$ cat config.mk
export PLATFORM = sky130hd
export DESIGN_NAME = tmr_vote_ctrl
export DESIGN_NICKNAME = d
export VERILOG_FILES = /design/src/rtl/tmr_vote_pkg.sv /design/src/rtl/tmr_fault_cnt.sv /design/src/rtl/tmr_vote_ctrl.sv
export SDC_FILE = /design/constraint.sdc
export NUM_CORES = 1
export LEC_CHECK = 0
export ABC_AREA = 1
export CAP_MARGIN = 20
export CORE_MARGIN = 2
export CORE_UTILIZATION = 40
export CTS_BUF_LIST = sky130_fd_sc_hd__clkbuf_8
export CTS_CLUSTER_DIAMETER = 50
export DETAILED_ROUTE_END_ITERATION = 10
export PLACE_DENSITY = 0.61
export SYNTH_ARGS = -nofsm -noshare
export SYNTH_HDL_FRONTEND = slang
export SYNTH_SLANG_ARGS = --single-unit
$ cat constraint.sdc
create_clock -name clk -period 2.9 [get_ports clk]
set_input_delay 0.87 -clock clk [delete_from_list [all_inputs] [get_ports clk]]
set_output_delay 0.87 -clock clk [all_outputs]
set_load 0.05 [all_outputs]
$ cat src/rtl/tmr_vote_pkg.sv
// Shared types and constants for the TMR voting controller.
package tmr_vote_pkg;

  localparam int unsigned NUM_CH = 3;
  localparam int unsigned CH_A   = 0;
  localparam int unsigned CH_B   = 1;
  localparam int unsigned CH_C   = 2;

  typedef enum logic [1:0] {
    IDLE    = 2'd0,
    COLLECT = 2'd1,
    VOTE    = 2'd2,
    OUT     = 2'd3
  } state_t;

endpackage

$ cat src/rtl/tmr_fault_cnt.sv
// Per-channel consecutive-fault counter with threshold compare and sticky disable.
module tmr_fault_cnt #(
  parameter int unsigned FAULT_THR = 3
) (
  input  logic                             clk,
  input  logic                             rst,
  input  logic                             clr,
  input  logic                             upd,
  input  logic                             flag,
  output logic                             en,
  output logic                             en_nxt_c,
  output logic [$clog2(FAULT_THR+1)-1:0]   cnt
);

  localparam int unsigned CW = $clog2(FAULT_THR + 1);

  logic [CW-1:0] cnt_d;

  // Next count/enable: clear wins, otherwise update only while still enabled.
  always_comb begin
    cnt_d    = cnt;
    en_nxt_c = en;
    if (clr) begin
      cnt_d    = '0;
      en_nxt_c = 1'b1;
    end else if (upd && en) begin
      if (flag) begin
        cnt_d = cnt + CW'(1);
        if (cnt_d == CW'(FAULT_THR)) en_nxt_c = 1'b0;
      end else begin
        cnt_d = '0;
      end
    end
  end

  // Counter and sticky enable registers.
  always_ff @(posedge clk) begin
    if (rst) begin
      cnt <= '0;
      en  <= 1'b1;
    end else begin
      cnt <= cnt_d;
      en  <= en_nxt_c;
    end
  end

endmodule

$ cat src/rtl/tmr_vote_ctrl.sv
// TMR vote sequencer: collect three channel words, 2-of-3 vote, retire faulty channels.
// Optional macro TMR_VOTE_STATS_EN adds per-channel saturating mismatch totals.
module tmr_vote_ctrl
  import tmr_vote_pkg::*;
#(
  parameter int unsigned DATA_W    = 8,
  parameter int unsigned TIMEOUT   = 16,
  parameter int unsigned FAULT_THR = 3
) (
  input  logic                       clk,
  input  logic                       rst,
  input  logic [NUM_CH-1:0]          ch_valid,
  input  logic [NUM_CH*DATA_W-1:0]   ch_data,
  output logic [NUM_CH-1:0]          ch_ready,
  output logic                       out_valid,
  input  logic                       out_ready,
  output logic [DATA_W-1:0]          out_data,
  output logic                       out_err,
  output logic [NUM_CH-1:0]          ch_mismatch,
  output logic [NUM_CH-1:0]          ch_en,
  input  logic                       clr_fault
`ifdef TMR_VOTE_STATS_EN
  ,
  output logic [NUM_CH*16-1:0]       stat_mis_cnt
`endif
);

  localparam int unsigned TW = (TIMEOUT > 1) ? $clog2(TIMEOUT) : 1;

  state_t              state_q, state_d;
  logic [NUM_CH-1:0]   captured_q, captured_d, cap_c, ready_d, en_nxt, part, vmis;
  logic [TW-1:0]       timer_q, timer_d;
  logic [DATA_W-1:0]   word_q [NUM_CH];
  logic [DATA_W-1:0]   maj, vdata, od_d;
  logic                verr, ov_d, oe_d, all_cap;
  logic [NUM_CH-1:0]   om_d;

  assign cap_c = ch_valid & ch_ready & ch_en;

  // Vote result from the enabled, captured participants.
  always_comb begin
    part  = ch_en & captured_q;
    maj   = (word_q[CH_A] & word_q[CH_B]) | (word_q[CH_A] & word_q[CH_C]) |
            (word_q[CH_B] & word_q[CH_C]);
    vdata = '0;
    verr  = 1'b0;
    vmis  = '0;
    case (part)
      3'b111: begin
        vdata = maj;
        for (int unsigned i = 0; i < NUM_CH; i++) vmis[i] = (word_q[i] != maj);
      end
      3'b011: begin
        vdata = word_q[CH_A];
        if (word_q[CH_A] != word_q[CH_B]) begin verr = 1'b1; vmis = part; end
      end
      3'b101: begin
        vdata = word_q[CH_A];
        if (word_q[CH_A] != word_q[CH_C]) begin verr = 1'b1; vmis = part; end
      end
      3'b110: begin
        vdata = word_q[CH_B];
        if (word_q[CH_B] != word_q[CH_C]) begin verr = 1'b1; vmis = part; end
      end
      3'b001:  begin verr = 1'b1; vdata = word_q[CH_A]; end
      3'b010:  begin verr = 1'b1; vdata = word_q[CH_B]; end
      3'b100:  begin verr = 1'b1; vdata = word_q[CH_C]; end
      default: begin verr = 1'b1; vdata = '0; end
    endcase
    vmis = vmis | (ch_en & ~captured_q);
  end

  // Next-state, capture flags, timer, output payload and registered ready.
  always_comb begin
    state_d    = state_q;
    captured_d = captured_q;
    timer_d    = timer_q;
    ov_d       = out_valid;
    od_d       = out_data;
    oe_d       = out_err;
    om_d       = ch_mismatch;
    ready_d    = '0;
    all_cap    = (((captured_q | cap_c) & ch_en) == ch_en);
    case (state_q)
      IDLE: begin
        captured_d = captured_q | cap_c;
        if (cap_c != '0) begin
          timer_d = '0;
          state_d = all_cap ? VOTE : COLLECT;
        end
      end
      COLLECT: begin
        captured_d = captured_q | cap_c;
        if (timer_q != '1) timer_d = timer_q + TW'(1);
        if (all_cap || (timer_q == TW'(TIMEOUT - 1))) state_d = VOTE;
      end
      VOTE: begin
        state_d = OUT;
        ov_d    = 1'b1;
        od_d    = vdata;
        oe_d    = verr;
        om_d    = vmis;
      end
      OUT: begin
        if (out_ready) begin
          ov_d       = 1'b0;
          state_d    = IDLE;
          captured_d = '0;
        end
      end
      default: state_d = IDLE;
    endcase
    for (int unsigned i = 0; i < NUM_CH; i++) begin
      if (!en_nxt[i])                                   ready_d[i] = 1'b1;
      else if ((state_d == IDLE) || (state_d == COLLECT)) ready_d[i] = ~captured_d[i];
      else                                              ready_d[i] = 1'b0;
    end
  end

  // Control and output registers.
  always_ff @(posedge clk) begin
    if (rst) begin
      state_q     <= IDLE;
      captured_q  <= '0;
      timer_q     <= '0;
      out_valid   <= 1'b0;
      out_data    <= '0;
      out_err     <= 1'b0;
      ch_mismatch <= '0;
      ch_ready    <= '1;
    end else begin
      state_q     <= state_d;
      captured_q  <= captured_d;
      timer_q     <= timer_d;
      out_valid   <= ov_d;
      out_data    <= od_d;
      out_err     <= oe_d;
      ch_mismatch <= om_d;
      ch_ready    <= ready_d;
    end
  end

  // Channel word capture.
  always_ff @(posedge clk) begin
    if (rst) begin
      for (int unsigned i = 0; i < NUM_CH; i++) word_q[i] <= '0;
    end else begin
      for (int unsigned i = 0; i < NUM_CH; i++)
        if (cap_c[i]) word_q[i] <= ch_data[i*DATA_W +: DATA_W];
    end
  end

  tmr_fault_cnt #(.FAULT_THR(FAULT_THR)) u_fc_a (
    .clk(clk), .rst(rst), .clr(clr_fault), .upd(state_q == VOTE), .flag(vmis[CH_A]),
    .en(ch_en[CH_A]), .en_nxt_c(en_nxt[CH_A]), .cnt()
  );
  tmr_fault_cnt #(.FAULT_THR(FAULT_THR)) u_fc_b (
    .clk(clk), .rst(rst), .clr(clr_fault), .upd(state_q == VOTE), .flag(vmis[CH_B]),
    .en(ch_en[CH_B]), .en_nxt_c(en_nxt[CH_B]), .cnt()
  );
  tmr_fault_cnt #(.FAULT_THR(FAULT_THR)) u_fc_c (
    .clk(clk), .rst(rst), .clr(clr_fault), .upd(state_q == VOTE), .flag(vmis[CH_C]),
    .en(ch_en[CH_C]), .en_nxt_c(en_nxt[CH_C]), .cnt()
  );

`ifdef TMR_VOTE_STATS_EN
  // Saturating per-channel mismatch totals; only rst clears them.
  always_ff @(posedge clk) begin
    if (rst) begin
      stat_mis_cnt <= '0;
    end else if (state_q == VOTE) begin
      for (int unsigned i = 0; i < NUM_CH; i++)
        if (vmis[i] && (stat_mis_cnt[i*16 +: 16] != 16'hFFFF))
          stat_mis_cnt[i*16 +: 16] <= stat_mis_cnt[i*16 +: 16] + 16'd1;
    end
  end
`endif

endmodule

==> reports/results.ini <==
[routing]
drt_iter0_drc = 185
dr.pass1.iters = 4
vias = 3333
postRouteAntennaNets = 0
routed_wl_um = 8690
post_drt_wl_per_cell_um = 12.9
drc = 0
viasPerCell = 4.96

[logic_synthesis]
ys_warn_count = 0
synth_compound_area_share_pct = 7.78
synthAdderAreaFrac_pct = 9.60
synth_mux_area_share_pct = 0
syn-num-nets = 563
syn_avg_cell_area_um2 = 7.24
yosys_register_bits = 58
synth-simple-area-share_pct = 35.8
synth_cell_types = 31
synth_top_family_by_area = simple AND/OR/NAND/NOR gates
yosys.area_share.xor_xnor_pct = 0
synth_cells = 504
ys_seq_area_share_pct = 38.4
synth_area_mm2 = 0.00365

[placement]
place_hpwl_um = 6830
routabilityCongestion = 0.862
dp_cells = 656
io_buffers = 49

[pwr]
peakVddDrop_uv = 230
intPower_mw = 1.73
pwr-share-comb_pct = 35.5
power_density_mw_per_mm2 = 633
switching_power_mw = 1.08
power.clock.fraction_pct = 25.1
sw_frac_of_total_pct = 38.5
sequentialPowerShare_pct = 39.4
power_leakage_nw = 2.01

[timing]
rsz0062_at_grt = false
max-slew-margin-rel_pct = 57.9
max_slew.worst_pin.slew_ps = 629
fin_worst_skew_ps = 10.7
setup_violations = 0
fin_setup_tns_ps = 0
finalHoldViolCount = 0
period_share_pct = 85.6
fmax_mhz = 403
slew_violations = 0
min_period_ps = 2480

[floorplanning]
ioPinCount = 50
dieHeight_um = 99.5
rows = 34
start_util_pct = 41.4
dieArea_mm2 = 0.00990
core_area_mm2 = 0.00881
chipWidth_um = 99.5

[worst_setup_path]
cp.required_ps = 2030
start_kind = register
critical_path_peak_fanout = 5
critPathTopFamily = buffers and inverters
worst-path-buf-inv = 1
crit_arrival_ps = 1610
end_kind = output port
cp_slowest_cell = clkdlybuf4s50_1
crit_path_max_incr_delay_ps = 840
path_cells = clkdlybuf4s50_1
path_class = register to output port

[grt]
grt-ovfl-total = 0
antenna_found_initial = 0
grt_pass1_wl_um = 14700
track_usage_pct = 18.9
grt_pass1_vias = 3153
grt_max_degree = 25

[clock_network]
clock_path_buffers = 2
cts_hold_buf = 0
clock_latency_ps = 340
clock-sinks = 58
cts_made_buffers = 9
htreeDepth = 3
root_buffer = clkbuf_8
cts.clk_slew.worst_paths_ps = 60
post_cts_buffers = 0
cts_tree = built
cts_resized = 0

[min_path]
hp-class = register to register

[final_layout]
num-nets-final = 618
antenna_cells = 0
final_cells = 672
drive_above_1_share_pct = 8.69
area_growth_syn_to_layout_pct = 21.7

[job]
maxCapViolations = 0

[outcome]
status = complete, no violations

[cell usage after synthesis (all sizes together)]
cell type | count | share of area, %
a211oi | 1 | 0.21
a21oi | 21 | 2.9
a221oi | 1 | 0.24
and3 | 1 | 0.31
buf | 4 | 0.93
clkbuf | 6 | 0.62
dfxtp | 34 | 19
edfxtp | 24 | 20
ha | 28 | 9.6
inv | 67 | 6.9
nand2 | 162 | 17
nand3 | 25 | 4.0
nand3b | 15 | 3.1
nand4 | 7 | 1.2
nor2 | 79 | 8.9
nor3 | 3 | 0.41
nor3b | 1 | 0.34
o2111ai | 3 | 0.72
o211ai | 2 | 0.93
o21ai | 18 | 2.5
o31ai | 1 | 0.34
or2 | 1 | 0.24
[path summary, 6_finish.rpt]
check | from | to | slack [ps] | cells after the start
setup / recovery | u_fc_a.en | ch_en[0] | 420 | 1
hold / removal | out_data[4] | out_data[4] | 470 | 2
setup reg to reg | word_q[0][5] | ch_ready[0] | 920 | 13
hold reg to reg | out_data[4] | out_data[4] | 470 | 2
[cell families (layout without fill, tap and decap cells)]
family | after synthesis | after routing
flip-flops | 58 | 58
buffers and inverters | 77 | 137
AND/OR/NAND/NOR | 294 | 294
AO/OA/AOI/OAI | 47 | 47
adder cells (fa/ha/maj) | 28 | 28
[per-layer routing]
metal,part of all wire (%),up-vias,wire length [um],track usage [%]
li1,-,1732,-,-
met5,0,-,0,0
met4,1.5,0,128,6.64
met3,4.3,12,377,4.29
met2,46,64,3960,31.1
met1,49,1525,4220,24.3
[area by class of cell]
class / instances / area (um2)
Timing Repair Buffer: 54 / 528
Clock inverter: 7 / 61.3
Inverter: 67 / 251
Clock buffer: 9 / 124
Fill cell: 928 / 4360
Multi-Input combinational cell: 369 / 1940
Sequential cell: 58 / 1400
Tap cell: 108 / 135
[flip-flops by register name (all words and copies together), names as in the netlist]
register and flops:
captured_q 3, ch_mismatch 3, ch_ready 3, out_data 8
out_err 1, out_valid 1, state_q 2, timer_q 4
u_fc_a.cnt 2, u_fc_a.en 1, u_fc_b.cnt 2, u_fc_b.en 1
u_fc_c.cnt 2, u_fc_c.en 1, word_q 24
[stage by stage]
step	utilization (%)	setup WS, ps	total power, mW	instance area [um2]	hold WS [ps]
after detailed placement	48.3	518	2.12	4260	454
final	50.4	416	2.81	4440	466
after global placement	48.3	523	2.10	4260	451
after CTS	50.4	398	2.84	4440	465
after global routing	50.4	349	3.02	4440	490
after floorplan	-	1050	1.81	3650	444
[power groups by stage]
| stage | clock [mW] | sequential [mW] | combinational [mW] |
|---|---|---|---|
| after floorplan | 0 | 1.18 | 0.632 |
| after global placement | 0 | 1.12 | 0.982 |
| after detailed placement | 0 | 1.12 | 1.00 |
| after CTS | 0.725 | 1.10 | 1.01 |
| after global routing | 0.762 | 1.12 | 1.13 |
| final | 0.707 | 1.11 | 0.998 |
[layout by cell type, fill, tap and decap left out, drive strengths merged]
cell and count:
a211oi 1, a21oi 21, a221oi 1, and3 1, buf 5, bufinv 1
clkbuf 9, clkdlybuf4s50 49, clkinv 3, clkinvlp 2, dfxtp 34, edfxtp 24
ha 28, inv 68, nand2 162, nand3 25, nand3b 15, nand4 7
nor2 79, nor3 3, nor3b 1, o2111ai 3, o211ai 2, o21ai 18
o31ai 1, or2 1
Power figures use the tool's default switching activity.
